--- src/rtl/expression_sequencer.sv ---
// Moore FSM sequencing the `operative` datapath through A*X^2 + B*X + C in Horner form.
// Optional build macro EXPR_OVF_ABORT_EN: an overflow in any ALU step ends the evaluation early.
module expression_sequencer #(
  parameter logic H_ADD     = 1'b0,
  parameter logic H_MUL     = 1'b1,
  parameter int   STEP_WAIT = 0,
  parameter int   WAIT_W    = 4
) (
  input  logic       clk,
  input  logic       rst,
  input  logic       start,
  input  logic       overflow,
  output logic       LX,
  output logic       LS,
  output logic       LH,
  output logic       H,
  output logic [1:0] M0,
  output logic [1:0] M1,
  output logic [1:0] M2,
  output logic       busy,
  output logic       done,
  output logic       error
);

  typedef enum logic [2:0] {IDLE, LOAD, S1, S2, S3, S4, DONE} state_t;

  localparam logic [WAIT_W-1:0] WAIT_LAST = WAIT_W'(STEP_WAIT);

  state_t            state, state_nx;
  logic [WAIT_W-1:0] wait_cnt, wait_nx;
  logic              error_nx;
  logic              in_step;
  logic              last_cycle;

  assign in_step    = (state inside {S1, S2, S3, S4});
  assign last_cycle = in_step && (wait_cnt == WAIT_LAST);

  // NOTE: state registers use non-blocking assignments so every flop samples
  // pre-edge values, independent of the order the simulator runs processes.
  always_ff @(posedge clk or posedge rst) begin
    if (rst) begin
      state    <= IDLE;
      wait_cnt <= '0;
      error    <= 1'b0;
    end else begin
      state    <= state_nx;
      wait_cnt <= wait_nx;
      error    <= error_nx;
    end
  end

  // NOTE: every variable gets a default before the case so no path leaves one
  // unassigned, which would otherwise infer a latch.
  always_comb begin
    state_nx = state;
    wait_nx  = '0;
    error_nx = error;
    unique case (state)
      IDLE: if (start) begin
        state_nx = LOAD;
        error_nx = 1'b0;
      end
      LOAD: state_nx = S1;
      S1, S2, S3, S4: begin
        if (!last_cycle) begin
          wait_nx = wait_cnt + 1'b1;
        end else begin
          unique case (state)
            S1:      state_nx = S2;
            S2:      state_nx = S3;
            S3:      state_nx = S4;
            default: state_nx = DONE;
          endcase
        end
      end
      DONE: if (!start) state_nx = IDLE;
      default: state_nx = IDLE;
    endcase

    // Overflow only matters on the cycle the step's result is written back.
    if (last_cycle && overflow) begin
      error_nx = 1'b1;
`ifdef EXPR_OVF_ABORT_EN
      state_nx = DONE;
      wait_nx  = '0;
`endif
    end
  end

  always_comb begin
    LX   = 1'b0;
    LS   = 1'b0;
    LH   = 1'b0;
    H    = H_ADD;
    M0   = 2'd0;
    M1   = 2'd0;
    M2   = 2'd0;
    busy = (state != IDLE);
    done = (state == DONE);
    unique case (state)
      LOAD: LX = 1'b1;
      S1: begin  // S = A*X
        M0 = 2'd1; M1 = 2'd1; M2 = 2'd1; H = H_MUL; LS = last_cycle;
      end
      S2: begin  // S = S+B
        M0 = 2'd2; M1 = 2'd0; M2 = 2'd2; H = H_ADD; LS = last_cycle;
      end
      S3: begin  // S = S*X
        M0 = 2'd0; M1 = 2'd1; M2 = 2'd2; H = H_MUL; LS = last_cycle;
      end
      S4: begin  // Hreg = S+C
        M0 = 2'd3; M1 = 2'd0; M2 = 2'd2; H = H_ADD; LH = last_cycle;
      end
      default: ;
    endcase
  end

endmodule
--- config.mk ---
export PLATFORM = sky130hd
export DESIGN_NAME = expression_sequencer
export DESIGN_NICKNAME = d
export VERILOG_FILES = /design/src/rtl/expression_sequencer.sv
export SDC_FILE = /design/constraint.sdc
export NUM_CORES = 1
export LEC_CHECK = 0
export CORE_AREA = 3 3 40 42
export CTS_BUF_LIST = sky130_fd_sc_hd__clkbuf_16
export CTS_CLUSTER_DIAMETER = 150
export CTS_CLUSTER_SIZE = 40
export DETAILED_ROUTE_END_ITERATION = 6
export DIE_AREA = 0 0 43 45
export PLACE_DENSITY = 0.71
export SLEW_MARGIN = 20
export SYNTH_ARGS = -nofsm -noshare
export SYNTH_HDL_FRONTEND = slang
export SYNTH_SLANG_ARGS = --single-unit
--- constraint.sdc ---
create_clock -name clk -period 2.7 [get_ports clk]
set_input_delay 0.405 -clock clk [delete_from_list [all_inputs] [get_ports clk]]
set_output_delay 0.405 -clock clk [all_outputs]
set_load 0.005 [all_outputs]
---- After elaboration in Yosys (flattened, before gate mapping) ----
Cells that the tools add are included.
Widths: inputs -> output; s select.
word-level totals
  flip-flop bits (word level) ............. 8
  bits in latches ......................... 0
  memory bits (writable) .................. 0
  bits in read-only memories .............. 0
  logic and storage cells ................. 44
  memories kept ........................... 0
cells by class
  add/subtract/negate cells ............... 1
  multipliers ............................. 0
  div/mod/pow operators ................... 0
  magnitude comparators ................... 0
  eq/ne operators ......................... 9
  shifts and indexed selects .............. 0
  multiplexer cells ....................... 17
  bitwise operators ....................... 0
  reduce and logical (&&, ||, !) cells .... 14
operator list
  operator             count
  $pmux 3 s4           1
  $eq 3x3->1 const B   3
  $mux 3               3
  $pmux 3 s3           1
  $mux 1               8
  $mux 4               2
  $eq 3x2->1 const B   2
  $ne 2x2->1 const B   3
  $pmux 2 s3           1
  $reduce_or 3->1      2
  $add 4x1->4 const B  1
  $logic_not 4->1      1
  $pmux 2 s2           1
  $reduce_bool 2->1    2
  $reduce_bool 4->1    1
  $reduce_or 4->1      1
  $eq 3x1->1 const B   1
  $logic_not 3->1      1
  $reduce_and 3->1     1
  $reduce_bool 3->1    1
  $logic_and 1x1->1    2
  $reduce_and 2->1     1
  $reduce_or 2->1      1

---- Longest topological paths before layout ----
  depth after elaboration ................. 6
  gate-level depth with buffers ........... 5

---- Least setup slack after synthesis ----
Ideal clock, no wire load.
  kind .................................... reg-to-output
  start point ............................. reg wait_cnt[0]
  end point ............................... out LH
  data arrival time ....................... 1116 ps
  required time ........................... 2295 ps
  path slack .............................. 1179 ps
  stages on the path, launching flop included .. 5
  cell sequence ........................... dfrtp_1 > inv_1 > ha_1 > nor3b_4 > and3_2
between the ends
  word-level cells in the longest chain between the ends .. 3
RTL lines
  what                    line  source
  from (decl)             30    logic [WAIT_W-1:0] wait_cnt, wait_nx;
  from (signal assigned)  47    wait_cnt <= wait_nx;
  $logic_not 4->1         36    assign last_cycle = in_step && (wait_cnt == WAIT_LAST);
  $logic_and 1x1->1       36
  $mux 1                  100   unique case (state)
  to (decl)               15    output logic LH,
No other way between the ends.

---- Final worst setup path ----
Same ends and word-level chain as after synthesis.

==> flow_metrics.tcl <==
set metrics [dict create \
    antenna_cells 0 \
    post-cts-setup-buffers 0 \
    clock-sinks 8 \
    overflow 0 \
    num_io_pins 17 \
    dpl.hpwl_um 777 \
    synth.most_common_cell "dfrtp_1" \
    regArea_sq_um 200 \
    cap_violations 0 \
    critPathArrivalTime_ns 1.95 \
    clock_path_buffers 2 \
    clock_skew_ns 0.00161 \
    yosys_warnings 0 \
    critPathMaxStageDelay_ns 0.49 \
    drc 0 \
    grt_pass1_vias 414 \
    routedWlPerCell_um 12.4 \
    final_antenna_net_count 0 \
    fin_nets 77 \
    required_ns 2.30 \
    start_util_pct 42.1 \
    syn-cell-area_sq_um 541 \
    multiInputGateArea_sq_um 295 \
    crit_path_start_kind "flop" \
    dp_cells 81 \
    cts_buffers 3 \
    fin_crit_ns 2.35 \
    clkLatencyLatePin_ns 0.23 \
    first_iter_violations 6 \
    core_sq_um 1280 \
    muxShareOfSynthArea_pct 4.63 \
    synth.largest_area_cell "dfrtp_1" \
    synthFlopType "dfrtp_1" \
    dp_slack_ns 0.594 \
    ys_ff_latch 8 \
    whs_ns 0.425 \
    synth-edff-count 0 \
    cp_cell_sequence "inv_1, ha_1, nor3b_4, and3_2, clkdlybuf4s50_1" \
    hold_class "in2async" \
    grt_pass1_wl_mm 1.79 \
    final.setup.worst_slack_ns 0.348 \
    viasPerCell 5.17 \
    yosys-top-cells-count "dfrtp_1, inv_1, nor2_1" \
    yosysTopAreaCellShare_pct 37.0 \
    syn_to_final_growth_pct 39.6 \
    synth_top_family_by_area "simple AND/OR/NAND/NOR gates" \
    rr_worst_depth 5 \
    vdd_drop_max_uv 612 \
    antenna_found_initial 0 \
    yosysUniqueCellTypes 35 \
    crit_type "reg2out" \
    path_clk_slew_ns 0.04 \
    synth-simple-area-share_pct 28.7 \
    p_per_area_nw_per_um2 1170 \
    synth_xor_area_share_pct 3.24 \
    crit_fanout 7 \
    status "complete, no violations" \
    drive_above_1_share_pct 14.5 \
    synth-seq-area-share_pct 37.0 \
    synthAdderAreaFrac_pct 4.63 \
    slew_viol_final 0 \
    dieArea_sq_um 1940 \
    cp_slowest_cell "clkdlybuf4s50_1" \
    tns_ns 0 \
    nFillCells 121 \
    cts-root-buf "clkbuf_16" \
    synth-compound-area-share_pct 12.7 \
    hold_buffers 0 \
    leakage_nw 0.346 \
    instances_no_fill 84 \
    portBuffers 15 \
    wl_mm 1.04 \
    async_flop_share_pct 100 \
    setup_viol 0 \
    cts-htree-levels 1 \
    syn_inst 56 \
    synth_area_leaders "dfrtp_1, ha_1, nor3b_4" \
    row_count 13 \
    die_w_um 43 \
    postSynthAreaPerCell_sq_um 9.65 \
    hold_violations 0 \
    cts_tree "built" \
    firstDrtPassIters 3 \
    gp_congestion 0.777 \
    grt_setup_unrepaired "false" \
    die_h_um 45 \
    timing.final.crit_share_pct 87.1 \
    fmax_ghz 0.425 \
    vias 434 \
    syn_nets 62 \
    critPathCaptureType "output pin" \
    grt_max_degree 15 \
    ctsResizeCount 0 \
    grt_use_total_pct 12.7 \
]
[metal layers]
| metal | vias to the layer above | part of all wire [%] | wire length (um) | track usage (%) |
|---|---|---|---|---|
| met5 | - | 0 | 0 | 0 |
| met4 | 0 | 0 | 0 | 5.42 |
| met3 | 0 | 4.3 | 45 | 5.18 |
| met2 | 9 | 47 | 492 | 20.1 |
| met1 | 210 | 48 | 506 | 15.4 |
| li1 | 215 | - | - | - |
[cells in the final DEF, fill, tap and decap left out, types with 2 or more instances in the layout]
master / count
nor2b_1: 2
clkbuf_16: 3
nand2b_1: 2
a21oi_1: 2
inv_1: 4
clkdlybuf4s50_1: 15
dfrtp_1: 8
nor3_1: 2
a21o_1: 2
nor2_1: 4
ha_1: 2
[worst paths after layout]
kind,start,endpoint,slack (ns)
worst min register to register,wait_cnt[0]$_DFF_PP0_,wait_cnt[0]$_DFF_PP0_,0.51
worst min-delay path,rst,state[0]$_DFFE_PP0P_,0.43
max in group asynchronous,rst,wait_cnt[2]$_DFF_PP0_,2.04
worst max register to register,wait_cnt[0]$_DFF_PP0_,state[1]$_DFFE_PP0P_,1.15
min in group clk,wait_cnt[0]$_DFF_PP0_,wait_cnt[0]$_DFF_PP0_,0.51
worst max-delay path,wait_cnt[0]$_DFF_PP0_,LH,0.35
[worst max-delay path: cells and delay by family, from the launching register on]
| kind | cells | cell delay (ns) |
|---|---|---|
| fa+ha+maj | 1 | 0.16 |
| simple gates | 2 | 0.60 |
| buf+inv | 2 | 0.56 |
| flops | 1 | 0.40 |
[report_power, final]
group,internal (mW),leakage (nW),total [mW],switching [mW]
sequential,0.150,0.104,0.220,0.0692
clock,0.190,0.0370,0.242,0.0515
combinational,0.271,0.205,0.424,0.153
[flip-flops by register name, summed over array words and instances (netlist names)]
name and flops:
error 1, wait_cnt 4, state 3
[cell families after synthesis]
family | count (synthesis)
AND/OR/NAND/NOR | 22
AO/OA/AOI/OAI | 10
buffers and inverters | 9
flip-flops | 8
adder cells (fa/ha/maj) | 2
XOR/XNOR | 2
multiplexers | 2
other | 1
[area by class of cell]
cell class	instances	share of cell area (%)
tap	15	2.49
timing repair buffer	15	19.9
inverter	4	1.99
multi-input combinational	39	39.1
clock buffer	3	9.95
sequential	8	26.5
[through the flow]
step | area [sq um] | utilization (%) | total power, mW
after floorplan | 541 | - | 0.448
after global placement | 679 | 52.9 | 0.644
after detailed placement | 679 | 52.9 | 0.646
after CTS | 754 | 58.7 | 0.900
after global routing | 754 | 58.7 | 0.949
final | 754 | 58.7 | 0.885
(Power assumes the default switching activity.)
